[config.mk]
export PLATFORM = sky130hd
export DESIGN_NAME = fifo_reader
export DESIGN_NICKNAME = d
export VERILOG_FILES = /design/src/rtl/fifo_reader.sv
export SDC_FILE = /design/constraint.sdc
export NUM_CORES = 1
export LEC_CHECK = 0
export BUFFER_PORTS_ARGS = -buffer_cell sky130_fd_sc_hd__buf_2
export CAP_MARGIN = 20
export CORE_ASPECT_RATIO = 1.75
export CORE_MARGIN = 1
export CORE_UTILIZATION = 25
export CTS_BUF_LIST = sky130_fd_sc_hd__clkbuf_4 sky130_fd_sc_hd__clkbuf_8 sky130_fd_sc_hd__clkbuf_16
export DETAILED_ROUTE_END_ITERATION = 8
export SETUP_SLACK_MARGIN = 0.1
export SLEW_MARGIN = 20
export SYNTH_ARGS = -nofsm -noshare
export SYNTH_HDL_FRONTEND = slang
export SYNTH_SLANG_ARGS = --single-unit
[constraint.sdc]
create_clock -name clock -period 2.3 [get_ports clock]
set_input_delay 0 -clock clock [delete_from_list [all_inputs] [get_ports clock]]
set_output_delay 0 -clock clock [all_outputs]
set_load 0.1 [all_outputs]
[src/rtl/fifo_reader.sv]
// fifo_reader: pop-side controller for the capture fifo.
// Strobes pop_clock, samples data after a settle window, streams words out.
module fifo_reader #(
  parameter int FIFO_SIZE     = 8,
  parameter int DATA_WIDTH    = 32,
  parameter int SETTLE_CYCLES = 2
) (
  input  logic                  clock,
  input  logic                  reset,
  input  logic                  enable,
  input  logic                  flush,
  input  logic                  fifo_ready,
  input  logic                  fifo_pushed_last,
  input  logic                  fifo_popped_last,
  input  logic [DATA_WIDTH-1:0] fifo_data,
  output logic                  pop_clock,
  output logic [DATA_WIDTH-1:0] out_data,
  output logic                  out_valid,
  input  logic                  out_ready,
  output logic                  out_last,
  output logic                  busy,
  output logic [15:0]           word_count,
  output logic [15:0]           burst_count
);

  typedef enum logic [2:0] {
    S_IDLE,
    S_ARM,
    S_PULSE,
    S_SETTLE,
    S_OUTPUT
  } state_t;

  localparam logic [3:0]  LP_SETTLE_LOAD = 4'(SETTLE_CYCLES - 1);
  localparam logic [15:0] LP_LAST_IDX    = 16'(FIFO_SIZE - 1);

  state_t                r_state;
  state_t                w_next;
  logic [3:0]            r_settle;
  logic                  r_pop;
  logic [DATA_WIDTH-1:0] r_data;
  logic                  r_valid;
  logic                  r_last;
  logic                  r_busy;
  logic [15:0]           r_wcount;
  logic [15:0]           r_bcount;

  logic w_settle_done;
  logic w_handshake;
  logic w_start;
  logic w_pop;
  logic w_capture;
  logic w_word_done;
  logic w_burst_done;
  logic w_busy;

  assign w_settle_done = (r_settle == 4'd0);
  assign w_handshake   = r_valid && out_ready;

  // State register
  always_ff @(posedge clock) begin
    if (reset) r_state <= S_IDLE;
    else       r_state <= w_next;
  end

  // Next-state logic
  always_comb begin
    w_next = r_state;
    unique case (r_state)
      S_IDLE:
        if (enable && (fifo_pushed_last || flush))
          w_next = S_ARM;
      S_ARM:
        if (fifo_ready) w_next = S_PULSE;
      S_PULSE:
        w_next = S_SETTLE;
      S_SETTLE:
        if (w_settle_done) w_next = S_OUTPUT;
      S_OUTPUT:
        if (w_handshake)
          w_next = r_last ? S_IDLE : S_ARM;
      default:
        w_next = S_IDLE;
    endcase
  end

  // Output decode: strobes that steer the registered datapath
  always_comb begin
    w_start      = (r_state == S_IDLE) && (w_next == S_ARM);
    w_pop        = (w_next == S_PULSE);
    w_capture    = (r_state == S_SETTLE) && w_settle_done;
    w_word_done  = (r_state == S_OUTPUT) && w_handshake;
    w_burst_done = w_word_done && r_last;
    w_busy       = (w_next != S_IDLE);
  end

  // Registered outputs, settle timer and counters
  always_ff @(posedge clock) begin
    if (reset) begin
      r_pop    <= 1'b0;
      r_busy   <= 1'b0;
      r_settle <= 4'd0;
      r_data   <= '0;
      r_valid  <= 1'b0;
      r_last   <= 1'b0;
      r_wcount <= 16'd0;
      r_bcount <= 16'd0;
    end else begin
      r_pop  <= w_pop;
      r_busy <= w_busy;
      if (r_state == S_PULSE)
        r_settle <= LP_SETTLE_LOAD;
      else if (r_state == S_SETTLE && !w_settle_done)
        r_settle <= r_settle - 4'd1;
      if (w_start)
        r_wcount <= 16'd0;
      else if (w_word_done)
        r_wcount <= r_wcount + 16'd1;
      if (w_capture) begin
        r_data  <= fifo_data;
        r_last  <= fifo_popped_last ||
                   (r_wcount == LP_LAST_IDX);
        r_valid <= 1'b1;
      end else if (w_word_done) begin
        r_valid <= 1'b0;
      end
      if (w_burst_done)
        r_bcount <= r_bcount + 16'd1;
    end
  end

  assign pop_clock   = r_pop;
  assign out_data    = r_data;
  assign out_valid   = r_valid;
  assign out_last    = r_last;
  assign busy        = r_busy;
  assign word_count  = r_wcount;
  assign burst_count = r_bcount;

endmodule

==> insert_results.sql, run 1 <==
INSERT INTO impl_metrics (metric_group, metric, value, unit) VALUES
('timing', 'timing_max_transition_violations_final', '0', ''),
('placement', 'io_buffers', '107', ''),
('timing', 'worst_slew_margin_rel', '63.6', '%'),
('timing', 'finalSetupViolCount', '0', ''),
('timing', 'final_period_minus_worst_setup_slack', '2080', 'ps'),
('final_layout', 'final_design_area_no_fill', '0.00448', 'mm2'),
('drt', 'routed_wl', '8570', 'um'),
('setup_path', 'ff2ff_setup_slack', '220', 'ps'),
('grt', 'track_usage', '13.5', '%'),
('synthesis', 'synth.cell_area', '0.00309', 'mm2'),
('cts', 'worst_skew_pair.late_latency', '320', 'ps'),
('cts', 'clockBufferDepth', '2', ''),
('cts', 'tritoncts', 'built', ''),
('synthesis', 'post_synthesis_cell_count', '376', ''),
('power_and_ir_drop', 'seq_power_share', '42.5', '%'),
('final_layout', 'instances_no_fill', '682', ''),
('drt', 'avg_wl_per_cell', '12.6', 'um'),
('floorplanning', 'core_area', '0.0120', 'mm2'),
('drt', 'routed_via_density', '4.58', ''),
('power_and_ir_drop', 'power.density_cell_area', '696', 'mW/mm2'),
('final_layout', 'layout.nets', '555', ''),
('timing', 'worst_pin_slew', '546', 'ps'),
('synthesis', 'mappedNetlistNets', '419', ''),
('worst_hold_path', 'hold_path_class', 'input pin to flip-flop', ''),
('synthesis', 'synth.distinct_cells', '41', ''),
('drt', 'drt_iter0_drc', '108', ''),
('setup_path', 'crit_chain', 'or3b_4, or4_4, or4_1, a21oi_1', ''),
('cts', 'post-cts-setup-buffer-count', '0', ''),
('floorplanning', 'floorplan.initialDensity', '25.7', '%'),
('synthesis', 'syn-mean-instance-area', '8.21', 'um2'),
('setup_path', 'startpoint_type', 'flip-flop', ''),
('setup_path', 'crit_path_top_delay_cell', 'or4_4', ''),
('setup_path', 'timing.critical_path.arrival', '2340', 'ps'),
('timing', 'finalSetupTns', '0', 'ps'),
('final_layout', 'drive_gt1_share', '28.8', '%'),
('floorplanning', 'die_w', '86.0', 'um'),
('setup_path', 'crit_path_max_fanout', '9', ''),
('setup_path', 'critPathKind', 'flip-flop to flip-flop', ''),
('power_and_ir_drop', 'p_comb_share', '8.6', '%'),
('grt', 'grt_antenna_before_repair', '0', ''),
('timing', 'report.final.hold_viol_count', '0', ''),
('placement', 'place_area', '0.00383', 'mm2'),
('placement', 'cell_total_after_placement', '634', ''),
('floorplanning', 'die_area', '0.0128', 'mm2'),
('final_layout', 'synthToLayoutAreaGrowth', '45.1', '%'),
('setup_path', 'kind_of_cell_adding_the_most_delay_to_the_critical_path', 'simple AND/OR/NAND/NOR gates', ''),
('timing', 'max_freq', '0.480', 'GHz'),
('cts', 'cts_h_tree_lvls', '3', ''),
('setup_path', 'worst_ep_required_time', '2550', 'ps'),
('drt', 'route.antenna.remaining_nets', '0', ''),
('power_and_ir_drop', 'power.clock.fraction', '48.9', '%'),
('grt', 'first_global_vias', '3004', ''),
('power_and_ir_drop', 'power_report.internal_total', '2410', 'uW'),
('timing', 'final.setup_skew', '6.87', 'ps'),
('setup_path', 'critical_path.n_buffers_inverters', '0', ''),
('floorplanning', 'ioPinCount', '108', ''),
('cts', 'cts.clk_slew.worst_paths', '60', 'ps'),
('grt', 'globalRoute.totalOverflow', '0', ''),
('run_status', 'run_status', 'completed', ''),
('power_and_ir_drop', 'p_leak', '0.00184', 'uW'),
('final_layout', 'insertedDiodeCount', '0', ''),
('timing', 'post-route-period-util', '90.7', '%'),
('cts', 'cts_buffers', '9', ''),
('drt', 'routed-via-count', '3122', ''),
('grt', 'global_route_wire_length_before_repair', '13700', 'um'),
('cts', 'cts.sink_count', '75', ''),
('floorplanning', 'fp.dieH', '149', 'um'),
('cts', 'cts_root_buffer', 'clkbuf_16', ''),
('drt', 'drt-pass1-iter-count', '4', ''),
('grt', 'grt_start_max_net_pins', '38', ''),
('placement', 'gp_congestion', '0.773', ''),
('setup_path', 'setup.worst_path.end_class', 'flip-flop', ''),
('synthesis', 'synth-seq-area-share', '48.6', '%'),
('floorplanning', 'placement_rows', '53', ''),
('synthesis', 'ys_ff_latch', '75', ''),
('drt', 'drcViolationCount', '0', ''),
('power_and_ir_drop', 'vdd_drop_max', '350', 'uV'),
('power_and_ir_drop', 'power_switching_share', '22.6', '%'),
('power_and_ir_drop', 'netSwitchingPower', '705', 'uW'),
('setup_path', 'cpPeakStageDelay', '550', 'ps'),
('synthesis', 'yosysWarnings', '0', ''),
('placement', 'hpwl', '5950', 'um'),
('flow_run', 'cap_violations', '0', ''),
('timing', 'grt_setup_unrepaired', 'no', '');
[Yosys cell counts (all sizes together)]
master    n  area [um2]
ha        3        37.5
nor4      7        43.8
a211oi    2        15.0
a21oi    54         270
nand4bb   1        11.3
or2       1        6.26
and2      1        6.26
o21ai    14        70.1
nor4b     2        17.5
nor3      3        15.0
or3      15        93.8
o311a     1        10.0
clkbuf   19        71.3
or3b      1        8.76
o31ai     2        15.0
nand2    76         285
nor2b     2        12.5
nand3    13        65.1
and2b     1        7.51
xor2     10        87.6
or4       5        41.3
nand4    11        68.8
nand2b    2        12.5
and4      4        35.0
xnor2     6        52.6
and3      4        25.0
nor3b     1        7.51
mux2i     1        10.0
a22oi     1        7.51
a31oi     2        12.5
and3b     1        8.76
o31a      1        8.76
nor4bb    1        10.0
inv       9        33.8
dfxtp    75        1500
a21o      1        7.51
buf       2        16.3
nor2     21        78.8
[cells by family (layout without fill, tap and decap cells)]
family	after synthesis	count (layout)	synth area share (%)
AOI/OAI and AO/OA	78	78	13.5
xor gates and xnor gates	16	16	4.54
adders and majority gates	3	3	1.22
buffers and inverters	30	171	3.93
DFF	75	75	48.6
muxes	1	1	0.324
and+or+nand+nor	173	173	27.9
[stage by stage]
stage | hold slack (ps) | util (%) | power [uW] | setup slack (ps)
5_1_grt | 89.6 | 37.3 | 3260 | 141
2_1_floorplan | 77.6 | - | 1510 | 102
4_1_cts | 13.8 | 37.3 | 3180 | 143
3_3_place_gp | 242 | 31.9 | 1580 | 191
6_report | 30.7 | 37.3 | 3120 | 215
3_5_place_dp | 248 | 31.9 | 1580 | 163
[flip-flops by register name, indices dropped and copies added (netlist names)]
| name | count |
|---|---|
| burst_count | 16 |
| busy | 1 |
| out_data | 32 |
| out_last | 1 |
| out_valid | 1 |
| pop_clock | 1 |
| r_settle | 4 |
| r_state | 3 |
| word_count | 16 |
[power by group through the flow]
stage	combinational, uW	clock, uW	sequential [uW]
6_report	268	1520	1330
5_1_grt	287	1640	1330
4_1_cts	268	1580	1330
3_5_place_dp	226	0	1360
3_3_place_gp	225	0	1350
2_1_floorplan	69.0	0	1440
[worst paths after layout]
| check | from | to | cells past startpoint |
|---|---|---|---|
| max reg2reg | r_state[1]$_SDFF_PP0_ | burst_count[15]$_SDFFE_PP0P_ | 4 |
| min | fifo_popped_last | out_last$_SDFFE_PP0P_ | 3 |
| max | r_state[1]$_SDFF_PP0_ | burst_count[15]$_SDFFE_PP0P_ | 4 |
| min reg2reg | out_data[8]$_SDFFE_PP0P_ | out_data[8]$_SDFFE_PP0P_ | 2 |
[timing repair]
action                                  4_1_cts  5_1_grt
endpoints found under the hold margin        32        0
endpoints found under the setup margin        0        3
hold buffers                                 32        0
resized for setup                             0        2
[tightest hold or removal path, stage by stage]
cell and delay (ps):
buf_2 100, a31oi_1 140, a211oi_1 80
[layout make-up]
type | instances | area, um2
Clock buffer | 12 | 254
Clock inverter | 4 | 73.8
Fill cell | 1226 | 7520
Inverter | 9 | 33.8
Multi-Input combinational cell | 271 | 1470
Sequential cell | 75 | 1520
Tap cell | 165 | 206
Timing Repair Buffer | 146 | 921
[routing by layer]
metal  global-route usage [%]  wire length (um)
met4                     5.17               139
met5                        0                 0
met1                     13.6              3430
met2                     25.8              4590
met3                     3.76               418
[cell usage in the layout (no fill, tap or decap), types with 11 or more instances in the layout]
master / n
buf_2: 107
a21oi_1: 54
or3_1: 15
nand2_1: 76
nand4_1: 11
nand3_1: 13
dfxtp_2: 14
dlygate4sd3_1: 32
nor2_1: 20
dfxtp_1: 60
Note: power is estimated with default switching activity, not from simulation.
==> inputs of run 2 (changes only) <==
Settings changed: RECOVER_POWER set to 50.
==> insert_results.sql, run 2 (synthesis results as in run 1) <==
INSERT INTO impl_metrics (metric_group, metric, value, unit) VALUES
('drt', 'route.antenna.remaining_nets', '0', ''),
('power_and_ir_drop', 'power.clock.fraction', '49.0', '%'),
('drt', 'drt_iter0_drc', '102', ''),
('drt', 'routed-via-count', '3126', ''),
('final_layout', 'layout.nets', '555', ''),
('power_and_ir_drop', 'seq_power_share', '42.5', '%'),
('drt', 'drcViolationCount', '0', ''),
('grt', 'globalRouteMet1Util', '13.6', '%'),
('drt', 'avg_wl_per_cell', '12.7', 'um'),
('worst_hold_path', 'timing.hold.worst.start', 'fifo_popped_last', ''),
('setup_path', 'crit_path_max_fanout', '9', ''),
('floorplanning', 'die_w', '86.0', 'um'),
('setup_path', 'crit-reg2reg-capture', 'burst_count[15]$_SDFFE_PP0P_', ''),
('placement', 'gp_congestion', '0.773', ''),
('floorplanning', 'placement_rows', '53', ''),
('setup_path', 'r2r-start', 'r_state[1]$_SDFF_PP0_', ''),
('grt', 'grt-busiest-layer', 'met2', ''),
('setup_path', 'cpPeakStageDelay', '550', 'ps'),
('timing', 'final_period_minus_worst_setup_slack', '2090', 'ps'),
('power_and_ir_drop', 'vdd_drop_max', '351', 'uV'),
('grt', 'globalRoute.totalOverflow', '0', ''),
('final_layout', 'synthToLayoutAreaGrowth', '42.4', '%'),
('worst_hold_path', 'endpoint_worst_hold', 'out_last$_SDFFE_PP0P_', ''),
('grt', 'track_usage', '13.5', '%'),
('timing', 'worst_slew_margin_rel', '18.9', '%'),
('power_and_ir_drop', 'p_comb_share', '8.5', '%'),
('timing', 'worst_slack', '210', 'ps'),
('final_layout', 'drive_gt1_share', '15.7', '%'),
('setup_path', 'worst_ep_required_time', '2550', 'ps'),
('drt', 'drt-pass1-iter-count', '4', ''),
('grt', 'use_met3', '3.76', '%'),
('timing', 'max_freq', '0.479', 'GHz'),
('placement', 'post-place-ws', '163', 'ps'),
('floorplanning', 'ioPinCount', '108', ''),
('power_and_ir_drop', 'power_switching_share', '22.7', '%'),
('timing', 'post-route-period-util', '90.9', '%'),
('flow_run', 'cap_violations', '0', ''),
('cts', 'cts.sink_count', '75', ''),
('final_layout', 'finalCoreUtilization', '36.6', '%'),
('setup_path', 'startpoint_type', 'flip-flop', ''),
('power_and_ir_drop', 'power_report.internal_total', '2410', 'uW'),
('setup_path', 'timing.critical_path.arrival', '2340', 'ps'),
('timing', 'finalSetupTns', '0', 'ps'),
('cts', 'worst_skew_pair.late_latency', '320', 'ps'),
('timing', 'grt_setup_unrepaired', 'no', ''),
('floorplanning', 'floorplan.initialDensity', '25.7', '%'),
('final_layout', 'instances_no_fill', '682', ''),
('drt', 'routed_wl', '8650', 'um'),
('final_layout', 'layout.filler_cells', '1262', ''),
('grt', 'first_global_vias', '3004', ''),
('grt', 'grt_antenna_before_repair', '0', ''),
('power_and_ir_drop', 'power.density_cell_area', '710', 'mW/mm2'),
('timing', 'holdWs', '27.0', 'ps'),
('setup_path', 'ff2ff_setup_slack', '210', 'ps'),
('timing', 'final.setup_skew', '6.90', 'ps'),
('setup_path', 'kind_of_cell_adding_the_most_delay_to_the_critical_path', 'simple AND/OR/NAND/NOR gates', ''),
('cts', 'cts_root_buffer', 'clkbuf_16', ''),
('cts', 'cts_buffers', '9', ''),
('cts', 'tritoncts', 'built', ''),
('setup_path', 'ff2ff_path_depth', '4', ''),
('floorplanning', 'core_area', '0.0120', 'mm2'),
('setup_path', 'crit_chain', 'or3b_4, or4_4, or4_1, a21oi_1', ''),
('worst_hold_path', 'hold_path_class', 'input pin to flip-flop', ''),
('cts', 'clockBufferDepth', '2', ''),
('final_layout', 'insertedDiodeCount', '0', ''),
('drt', 'routed_via_density', '4.58', ''),
('final_layout', 'layout.cells.most_common', 'nand2_1', ''),
('placement', 'cell_total_after_placement', '634', ''),
('cts', 'cts.clk_slew.worst_paths', '60', 'ps'),
('power_and_ir_drop', 'p_leak', '0.00154', 'uW'),
('grt', 'global_route_wire_length_before_repair', '13700', 'um'),
('floorplanning', 'fp.dieH', '149', 'um'),
('placement', 'io_buffers', '107', ''),
('run_status', 'run_status', 'completed', ''),
('power_and_ir_drop', 'netSwitchingPower', '710', 'uW'),
('worst_hold_path', 'worstHoldPathCells', '3', ''),
('final_layout', 'mostFrequentLayoutCells', 'nand2_1, clkbuf_1, dfxtp_1', ''),
('setup_path', 'setup.worst_path.end_class', 'flip-flop', ''),
('placement', 'hpwl', '5950', 'um'),
('setup_path', 'critPathKind', 'flip-flop to flip-flop', ''),
('setup_path', 'crit_path_top_delay_cell', 'or4_4', ''),
('final_layout', 'largest_register_ffs', '32', ''),
('grt', 'global_route.usage.met2', '25.8', '%'),
('cts', 'cts_h_tree_lvls', '3', ''),
('floorplanning', 'die_area', '0.0128', 'mm2'),
('timing', 'worst_pin_slew', '1220', 'ps'),
('timing', 'timing_max_transition_violations_final', '0', ''),
('timing', 'finalSetupViolCount', '0', ''),
('timing', 'report.final.hold_viol_count', '0', ''),
('setup_path', 'critical_path.n_buffers_inverters', '0', ''),
('grt', 'grt_start_max_net_pins', '38', '');
## run 2: cell count changes in the layout (fill, tap and decap cells not counted), sizes merged
cell	delta
clkbuf	+68
buf	-68
## run 2: worst max-delay path by stage
stage	depth (start not counted)	to	startpoint	slack (ps)
after floorplan	5	word_count[12]$_SDFFE_PP0P_	word_count[0]$_SDFFE_PP0P_	100
after global placement	4	burst_count[15]$_SDFFE_PP0P_	r_state[2]$_SDFF_PP0_	190
after detailed placement	4	burst_count[15]$_SDFFE_PP0P_	r_state[2]$_SDFF_PP0_	160
after CTS	4	burst_count[15]$_SDFFE_PP0P_	r_state[2]$_SDFF_PP0_	140
after global routing	4	burst_count[15]$_SDFFE_PP0P_	r_state[1]$_SDFF_PP0_	140
final	4	burst_count[15]$_SDFFE_PP0P_	r_state[1]$_SDFF_PP0_	210
## run 2: power by group through the flow
stage / logic (uW) / clock network (uW) / registers, uW
global route: 284 / 1640 / 1330
CTS: 268 / 1580 / 1330
global placement: 225 / 0 / 1350
detailed placement: 226 / 0 / 1360
finish: 265 / 1530 / 1330
floorplan: 69.0 / 0 / 1440
## run 2: final cells by class
cell class                      count  area, um2  share of cell area, %
Tap cell                          165        206                   4.70
Multi-Input combinational cell    271       1470                   33.4
Timing Repair Buffer              146        836                   19.0
Sequential cell                    75       1520                   34.6
Clock inverter                      4       73.8                   1.68
Clock buffer                       12        254                   5.78
Inverter                            9       33.8                  0.768
## run 2: timing repair
action / CTS / global route
setup endpoints to repair: 0 / 3
hold buffers: 32 / 0
gates resized for setup: 0 / 2
hold endpoints to repair: 32 / 0
setup buffers: 0 / 0
## run 2: metrics by stage
stage / power (uW) / cell area, um2
finish: 3120 / 4400
global placement: 1580 / 3830
detailed placement: 1580 / 3830
global route: 3260 / 4400
floorplan: 1510 / 3110
CTS: 3180 / 4480
## run 2: metal layers
metal  wire [um]  part of all wire [%]
met1        3500                    40
met2        4590                    53
met3         425                   4.9
met4         139                   1.6
met5           0                     0
## run 2: tightest hold or removal path: stages
cell      delay (ps)
buf_2            100
a31oi_1          130
a211oi_1          70
==> inputs of run 3 (changes only) <==
Clock period 2.3 ns to 2.7 ns, I/O delays scaled along.
==> insert_results.sql, run 3 (synthesis results as in run 1) <==
INSERT INTO impl_metrics (metric_group, metric, value, unit) VALUES
('run_status', 'run_status', 'completed', ''),
('timing', 'finalSetupViolCount', '0', ''),
('cts', 'cts_h_tree_lvls', '3', ''),
('floorplanning', 'die_area', '0.0128', 'mm2'),
('power_and_ir_drop', 'power.density_cell_area', '590', 'mW/mm2'),
('grt', 'grt_antenna_before_repair', '0', ''),
('cts', 'cts_buffers', '9', ''),
('setup_path', 'crit-reg2reg-capture', 'burst_count[15]$_SDFFE_PP0P_', ''),
('grt', 'first_global_vias', '2993', ''),
('timing', 'holdWs', '60.4', 'ps'),
('setup_path', 'timing.critical_path.arrival', '2450', 'ps'),
('floorplanning', 'placement_rows', '53', ''),
('setup_path', 'startpoint_type', 'flip-flop', ''),
('grt', 'track_usage', '13.7', '%'),
('final_layout', 'largest_register_ffs', '32', ''),
('timing', 'finalSetupTns', '0', 'ps'),
('setup_path', 'ff2ff_path_depth', '4', ''),
('worst_hold_path', 'hold_path_class', 'input pin to flip-flop', ''),
('placement', 'place_area', '0.00378', 'mm2'),
('cts', 'cts.sink_count', '75', ''),
('timing', 'post-route-period-util', '80.9', '%'),
('final_layout', 'drive_gt1_share', '12.3', '%'),
('cts', 'cts.clk_slew.worst_paths', '60', 'ps'),
('setup_path', 'setup.worst_path.end_class', 'flip-flop', ''),
('worst_hold_path', 'timing.hold.worst.start', 'fifo_popped_last', ''),
('flow_run', 'cap_violations', '0', ''),
('cts', 'post-cts-setup-buffer-count', '0', ''),
('power_and_ir_drop', 'vdd_drop_max', '316', 'uV'),
('timing', 'final_period_minus_worst_setup_slack', '2180', 'ps'),
('timing', 'worst_pin_slew', '1230', 'ps'),
('setup_path', 'r2r-start', 'r_state[0]$_SDFF_PP0_', ''),
('drt', 'drt-pass1-iter-count', '5', ''),
('power_and_ir_drop', 'p_leak', '0.00150', 'uW'),
('final_layout', 'final_design_area_no_fill', '0.00431', 'mm2'),
('drt', 'routed_wl', '8750', 'um'),
('timing', 'grt_setup_unrepaired', 'no', ''),
('setup_path', 'critPathKind', 'flip-flop to flip-flop', ''),
('final_layout', 'insertedDiodeCount', '0', ''),
('cts', 'clockBufferDepth', '2', ''),
('drt', 'avg_wl_per_cell', '12.9', 'um'),
('final_layout', 'synthToLayoutAreaGrowth', '39.4', '%'),
('final_layout', 'layout.cells.most_common', 'nand2_1', ''),
('placement', 'hpwl', '6030', 'um'),
('drt', 'drt_iter0_drc', '86', ''),
('setup_path', 'crit_path_max_fanout', '11', ''),
('drt', 'routed-via-count', '3129', ''),
('timing', 'max_freq', '0.458', 'GHz'),
('grt', 'globalRoute.totalOverflow', '0', ''),
('cts', 'post_cts_resized', '0', ''),
('final_layout', 'layout.nets', '552', ''),
('setup_path', 'ff2ff_setup_slack', '520', 'ps'),
('timing', 'timing_max_transition_violations_final', '0', ''),
('cts', 'tritoncts', 'built', ''),
('power_and_ir_drop', 'power.total', '2540', 'uW'),
('final_layout', 'finalCoreUtilization', '35.9', '%'),
('timing', 'worst_slew_margin_rel', '18.4', '%'),
('drt', 'route.antenna.remaining_nets', '0', ''),
('timing', 'final.setup_skew', '7.03', 'ps'),
('drt', 'drcViolationCount', '0', ''),
('final_layout', 'mostFrequentLayoutCells', 'nand2_1, dfxtp_1, clkbuf_1', ''),
('setup_path', 'critPathCapture', 'burst_count[15]$_SDFFE_PP0P_', ''),
('timing', 'report.final.hold_viol_count', '0', ''),
('cts', 'cts_hold_buffers', '32', ''),
('floorplanning', 'fp.dieH', '149', 'um'),
('floorplanning', 'die_w', '86.0', 'um'),
('floorplanning', 'ioPinCount', '108', ''),
('cts', 'worst_skew_pair.late_latency', '330', 'ps'),
('placement', 'gp_congestion', '0.736', ''),
('placement', 'io_buffers', '107', ''),
('floorplanning', 'core_area', '0.0120', 'mm2'),
('grt', 'grt_start_max_net_pins', '35', ''),
('floorplanning', 'floorplan.initialDensity', '25.7', '%'),
('setup_path', 'timing.critical_path.from', 'r_state[0]$_SDFF_PP0_', ''),
('setup_path', 'worst_ep_required_time', '2960', 'ps'),
('grt', 'global_route_wire_length_before_repair', '13800', 'um'),
('drt', 'routed_via_density', '4.61', ''),
('cts', 'cts_root_buffer', 'clkbuf_16', '');
## run 3: cell count changes in the layout (fill, tap and decap cells not counted), moves of 2 or more
cell	before	now
dfxtp_2	14	1
clkinv_2	1	3
dfxtp_1	60	74
buf_4	6	4
## run 3: metrics by stage
step	cells	setup WS, ps
after global placement	631	554
final	679	516
after floorplan	376	136
after global routing	679	380
after CTS	679	511
after detailed placement	631	525
## run 3: metal layers
| metal | GRT usage (%) | up-vias | wire [um] |
|---|---|---|---|
| li1 | - | 1580 | - |
| met1 | 14.3 | 1441 | 3530 |
| met2 | 25.6 | 94 | 4630 |
| met3 | 2.82 | 14 | 406 |
| met4 | 6.17 | 0 | 189 |
| met5 | 0 | - | 0 |
## run 3: power by group
group	switching (uW)	total, uW	internal (uW)
clock network	457	1190	733
registers	13.8	1140	1120
logic	142	217	74.9
total	613	2540	1930
## run 3: final cells by class
cell class	count	area [um2]
clock inverters	5	53.8
flip-flops and latches	75	1500
well taps	165	206
clock buffers	11	240
repair buffers	143	801
fillers	1264	7700
multi-input cells	271	1470
inverters	9	33.8
## run 3: worst max-delay path, stage by stage (launching register included)
cell and delay [ps]:
dfxtp_1 400, or3b_1 510, or4_4 580, or4_1 480
a21oi_1 140
## run 3: how the worst min path moves through the flow
stage	end	slack, ps	cells after the start
after detailed placement	out_data[0]$_SDFFE_PP0P_	250	3
final	out_last$_SDFFE_PP0P_	60	3
after global placement	out_data[21]$_SDFFE_PP0P_	240	3
after CTS	out_last$_SDFFE_PP0P_	30	3
after floorplan	r_state[0]$_SDFF_PP0_	80	1
after global routing	out_last$_SDFFE_PP0P_	80	3
